<file path="src/rtl/picomips_pkg.sv">
// ============================================================================
//  Module   : picomips_pkg
//  Purpose  : Definitions shared by the picoMIPS fetch path. It holds the
//             stage encoding, the instruction word width, the default
//             program-counter width and the NOP instruction word.
//  Revision : 1.0 - first release
// ============================================================================
`default_nettype none

package picomips_pkg;

    localparam int INSTR_W      = 12;
    localparam int PC_W_DEFAULT = 8;

    localparam logic [INSTR_W-1:0] NOP = '0;

    // One instruction takes four clocks. The encoding is visible on the
    // Stage port, so the numeric values are fixed.
    typedef enum logic [1:0] {
        STG_FETCH  = 2'd0,
        STG_DECODE = 2'd1,
        STG_READ   = 2'd2,
        STG_EXEC   = 2'd3
    } stage_e;

endpackage : picomips_pkg

`default_nettype wire

</file>
<file path="src/rtl/sync2.sv">
// ============================================================================
//  Module   : sync2
//  Purpose  : Two-flop synchroniser for one bit. It brings an asynchronous
//             level into the clk domain. Both flops reset to 0.
//  Ports    : clk   - destination clock
//             rst_n - asynchronous active-low reset
//             i_d   - unsynchronised input
//             o_q   - synchronised output (2-clock latency)
//  Revision : 1.0 - first release
// ============================================================================
`default_nettype none

module sync2 (
    input  logic clk,
    input  logic rst_n,
    input  logic i_d,
    output logic o_q
);

    logic r_meta;
    logic r_sync;

    always_ff @(posedge clk or negedge rst_n) begin
        if (!rst_n) begin
            r_meta <= 1'b0;
            r_sync <= 1'b0;
        end else begin
            r_meta <= i_d;
            r_sync <= r_meta;
        end
    end

    assign o_q = r_sync;

endmodule : sync2

`default_nettype wire

</file>
<file path="src/rtl/fetch_unit.sv">
// ============================================================================
//  Module   : fetch_unit
//  Purpose  : Instruction fetch for the picoMIPS core. Each instruction runs
//             through four stages: FETCH, DECODE, READ and EXEC. The unit
//             loads the IR at the end of FETCH. It advances the PC at the
//             end of EXEC, and the control stage can hold EXEC with PCHold.
//  Ports    : clk            - system clock (rising edge)
//             nReset         - asynchronous active-low reset
//             RomAddr        - program ROM address (the PC)
//             RomData        - combinational ROM read data
//             PCHold         - hold request, only looked at in EXEC
//             HandshakeAsync - external handshake, unsynchronised
//             Handshake      - synchronised handshake
//             Instruction    - instruction register
//             Stage          - current stage (0..3)
//             Branch         - relative branch request   (FETCH_BRANCH_EN)
//             BranchOffset   - signed 8-bit branch offset (FETCH_BRANCH_EN)
//  Config   : define FETCH_BRANCH_EN to enable relative branching. Without
//             it the PC only increments, and the Branch and BranchOffset
//             ports do not exist.
//  Revision : 1.0 - first release
// ============================================================================
`default_nettype none

module fetch_unit
    import picomips_pkg::*;
#(
    parameter int PC_WIDTH    = PC_W_DEFAULT,
    parameter int INSTR_WIDTH = INSTR_W
) (
    input  logic                   clk,
    input  logic                   nReset,
    output logic [PC_WIDTH-1:0]    RomAddr,
    input  logic [INSTR_WIDTH-1:0] RomData,
    input  logic                   PCHold,
    input  logic                   HandshakeAsync,
    output logic                   Handshake,
    output logic [INSTR_WIDTH-1:0] Instruction,
    output logic [1:0]             Stage
`ifdef FETCH_BRANCH_EN
    ,
    input  logic                   Branch,
    input  logic [7:0]             BranchOffset
`endif
);

    localparam logic [PC_WIDTH-1:0] c_PC_ONE = PC_WIDTH'(1);

    stage_e                 r_stage;
    logic [PC_WIDTH-1:0]    r_pc;
    logic [INSTR_WIDTH-1:0] r_ir;
    logic [PC_WIDTH-1:0]    w_pc_next;

`ifdef FETCH_BRANCH_EN
    logic [PC_WIDTH-1:0]    w_offset_ext;

    // Sign-extend, or truncate, the 8-bit offset to PC width. The add
    // below then wraps modulo 2^PC_WIDTH.
    always_comb begin
        w_offset_ext = '0;
        for (int i = 0; i < PC_WIDTH; i++) begin
            w_offset_ext[i] = BranchOffset[(i < 8) ? i : 7];
        end
    end

    always_comb begin
        w_pc_next = r_pc + c_PC_ONE;
        if (Branch) begin
            w_pc_next = r_pc + w_offset_ext;
        end
    end
`else
    always_comb begin
        w_pc_next = r_pc + c_PC_ONE;
    end
`endif

    // The PC and IR change only at the FETCH and EXEC boundaries. A hold
    // in EXEC freezes everything. The exit happens on the first edge that
    // samples PCHold=0, so a branch request is taken at that same edge.
    always_ff @(posedge clk or negedge nReset) begin
        if (!nReset) begin
            r_stage <= STG_FETCH;
            r_pc    <= '0;
            r_ir    <= INSTR_WIDTH'(NOP);
        end else begin
            case (r_stage)
                STG_FETCH: begin
                    r_ir    <= RomData;
                    r_stage <= STG_DECODE;
                end
                STG_DECODE: r_stage <= STG_READ;
                STG_READ:   r_stage <= STG_EXEC;
                STG_EXEC: begin
                    if (!PCHold) begin
                        r_pc    <= w_pc_next;
                        r_stage <= STG_FETCH;
                    end
                end
                default:    r_stage <= STG_FETCH;
            endcase
        end
    end

    sync2 u_sync2 (
        .clk   (clk),
        .rst_n (nReset),
        .i_d   (HandshakeAsync),
        .o_q   (Handshake)
    );

    assign RomAddr     = r_pc;
    assign Instruction = r_ir;
    assign Stage       = r_stage;

endmodule : fetch_unit

`default_nettype wire

</file>
<file path="config.mk">
export PLATFORM = sky130hd
export DESIGN_NAME = fetch_unit
export DESIGN_NICKNAME = d
export VERILOG_FILES = /design/src/rtl/picomips_pkg.sv /design/src/rtl/sync2.sv /design/src/rtl/fetch_unit.sv
export SDC_FILE = /design/constraint.sdc
export NUM_CORES = 1
export LEC_CHECK = 0
export CORE_MARGIN = 1.5
export CORE_UTILIZATION = 42
export DETAILED_ROUTE_END_ITERATION = 10
export PLACE_DENSITY = 0.78
export SLEW_MARGIN = 15
export SYNTH_ARGS = -nofsm -noshare
export SYNTH_HDL_FRONTEND = slang
export SYNTH_SLANG_ARGS = --single-unit
</file>
<file path="constraint.sdc">
create_clock -name clk -period 1.56 [get_ports clk]
set_clock_uncertainty 0.15 [all_clocks]
set_input_delay 0.312 -clock clk [delete_from_list [all_inputs] [get_ports clk]]
set_output_delay 0.312 -clock clk [all_outputs]
set_load 0.03 [all_outputs]
</file>
==> impl_metrics.py <==
metrics = {
    "run_status": {
        "status": "complete, no violations",
    },
    "synth": {
        "netlist_area_sq_um": 985,
        "synth_edf_count": 0,
        "synthArstFlopShare": 1.00,
        "yosysMostFrequentCell": "dfrtp_1",
        "synth.top_cell.area_share": 0.610,
        "ys_types": 14,
        "syn_inst": 67,
        "synth-seq-cells": 24,
        "avgSynthCellArea_sq_um": 14.7,
        "ys_seq_area_frac": 0.610,
        "yosys-top-cells-count": "dfrtp_1 (24), mux2_2 (12), xnor2_1 (6)",
        "synth_fp_nets": 88,
        "synth_largest_area_cell": "dfrtp_1",
        "synth_area_leaders": "dfrtp_1 (61%), mux2_2 (14%), ha_1 (6.4%)",
        "yosys_warnings": 0,
        "synth_ff_type": "dfrtp_1",
    },
    "pwr": {
        "peakVddDrop_uv": 1130,
        "switching_share": 0.412,
        "p_clk_frac": 0.107,
        "p_comb_frac": 0.531,
        "pwr_density_cell_nw_per_um2": 2020,
        "p_sw_mw": 1.20,
        "p_int_mw": 1.71,
        "seq_power_share": 0.362,
        "p_leak_nw": 0.657,
        "fin_total_pwr_mw": 2.90,
    },
    "timing": {
        "layout_setup_ws_ps": 51.1,
        "rsz0062_at_grt": "no",
        "setup_viol": 0,
        "period_needed_ps": 1510,
        "clock.fmax_ghz": 0.663,
        "tightest_slew_ps": 311,
        "slew_violations": 0,
        "hold_violations": 0,
        "finalCritPeriodShare": 0.967,
        "slew_headroom": 0.794,
    },
    "cts": {
        "cts_root_buf": "clkbuf_4",
        "cts_setup_buffers": 0,
        "cts.sinks": 24,
        "clock_path_buffers": 2,
        "clkTransAtPathRegs_ps": 120,
        "cts_tree": "yes",
        "clkLatencyLatePin_ps": 300,
        "numCtsBuffers": 3,
        "hold_buffers": 0,
        "cts_max_level": 1,
    },
    "die": {
        "io_pins": 39,
        "fp.dieArea_sq_um": 2640,
        "die_w_um": 51.4,
        "die_y_um": 51.4,
        "coreArea_sq_um": 2210,
        "num_rows": 17,
        "initial_core_util": 0.445,
    },
    "global_routing": {
        "grt_max_degree": 25,
        "overflow": 0,
        "grt_pass1_wl_um": 2960,
        "grt_pass1_vias": 691,
        "track_usage": 0.153,
        "grt_antenna_before_repair": 0,
    },
    "setup_path": {
        "crit_cells": 1,
        "reg2reg_depth": 4,
        "critPathSlowestCell": "dlygate4sd2_1",
        "cp_slowest_stage_delay_ps": 400,
        "crit_fanout": 1,
        "r2r_slack_ps": 80,
        "crit_arrival_ps": 1050,
        "start_kind": "flop",
        "crit_family": "buffers and inverters",
        "cp-end-kind": "primary output",
        "critPathKind": "flop to primary output",
        "worst_ep_required_time_ps": 1100,
        "crit_buf_inv": 1,
        "crit_chain": "dlygate4sd2_1",
    },
    "placed_design": {
        "post-place-ws_ps": -49.3,
        "gp_congestion": 0.796,
        "portBuffers": 38,
        "dp_hpwl_um": 1390,
        "place_area_sq_um": 1430,
    },
    "final_layout": {
        "fin_util": 0.649,
        "nNetsFinal": 135,
        "area_growth_pct": 45.7,
        "drive_above_1_share": 0.345,
        "fin_area_sq_um": 1440,
        "antenna_cells": 0,
    },
    "routing": {
        "drt_iter0_drc": 2,
        "vias": 671,
        "drc": 0,
        "totalWireLength_um": 1800,
        "drtPass1Iterations": 4,
        "wl_per_cell_um": 12.7,
        "ant_nets": 0,
        "avgViaCountPerCell": 4.76,
        "routed.top_layer": "met4",
        "wl_met2_um": 863,
        "m1WireLength_um": 768,
        "route.met3.wl_um": 134,
    },
    "job": {
        "max-cap-violations": 0,
    },
    "worst_hold_path": {
        "min_path_type": "input port to asynchronous set/reset pin",
    },
}
## metal layers
layer | global-route usage | vias up
met5 | 0 | -
met4 | 0.0921 | 0
met3 | 0.0263 | 2
met2 | 0.259 | 27
met1 | 0.181 | 321
li1 | - | 321
## through the flow
stage	std cells	setup TNS [ps]	hold WS, ps
after floorplan	67	0	-134
after global placement	137	-26.2	182
after detailed placement	137	-132	204
after CTS	141	0	205
after global routing	141	0	228
final	141	0	199
## final timing paths
path | to | start
setup / recovery | Handshake | u_sync2.o_q
hold / removal | Instruction[6] | nReset
setup reg to reg | Instruction[5] | Stage[1]
hold reg to reg | u_sync2.o_q | u_sync2.r_meta
max in group asynchronous | Stage[0] | nReset
min in group clk | u_sync2.o_q | u_sync2.r_meta
## area by class of cell
type	instances	area, sq um
Tap cell	28	35.0
Timing Repair Buffer	44	395
Multi-Input combinational cell	39	358
Clock buffer	4	36.3
Sequential cell	24	603
Inverter	2	7.51
Fill cell	186	777
## kinds of logic (layout without fill, tap and decap cells)
logic type | count (synthesis) | in the layout | synth area share
mux | 13 | 13 | 0.152
fa+ha+maj | 5 | 5 | 0.0635
xor+xnor | 7 | 7 | 0.0623
simple gates | 11 | 11 | 0.0699
flops | 24 | 24 | 0.610
compound gates | 3 | 3 | 0.0152
buf+inv | 4 | 50 | 0.0267
## sequential cells by signal (all words and copies together), names as in the netlist
signal	count
u_sync2.r_meta	1
Stage	2
u_sync2.o_q	1
Instruction	12
RomAddr	8
## power by group through the flow
stage	clock (mW)	sequential, mW	combinational [mW]
final	0.311	1.05	1.54
after global routing	0.353	1.10	1.64
after CTS	0.326	1.05	1.55
after detailed placement	0	1.07	1.68
after global placement	0	1.05	1.65
after floorplan	0	1.54	0.516
## placed cells by master, fill, tap and decap left out, drive strengths merged
| cell type | n |
|---|---|
| inv | 2 |
| nand2 | 3 |
| and3 | 2 |
| xnor2 | 6 |
| buf | 9 |
| dlygate4sd2 | 2 |
| xor2 | 1 |
| nand4 | 5 |
| nor2b | 1 |
| dfrtp | 24 |
| mux2 | 13 |
| clkdlybuf4s15 | 11 |
| clkdlybuf4s50 | 15 |
| o21ai | 3 |
| ha | 5 |
| clkbuf | 11 |
## repair_timing
action / CTS / global route
gates resized for setup: 26 / 21
setup endpoints to repair: 20 / 16
pin swaps: 0 / 0
Note: power is estimated with default switching activity, not from simulation.
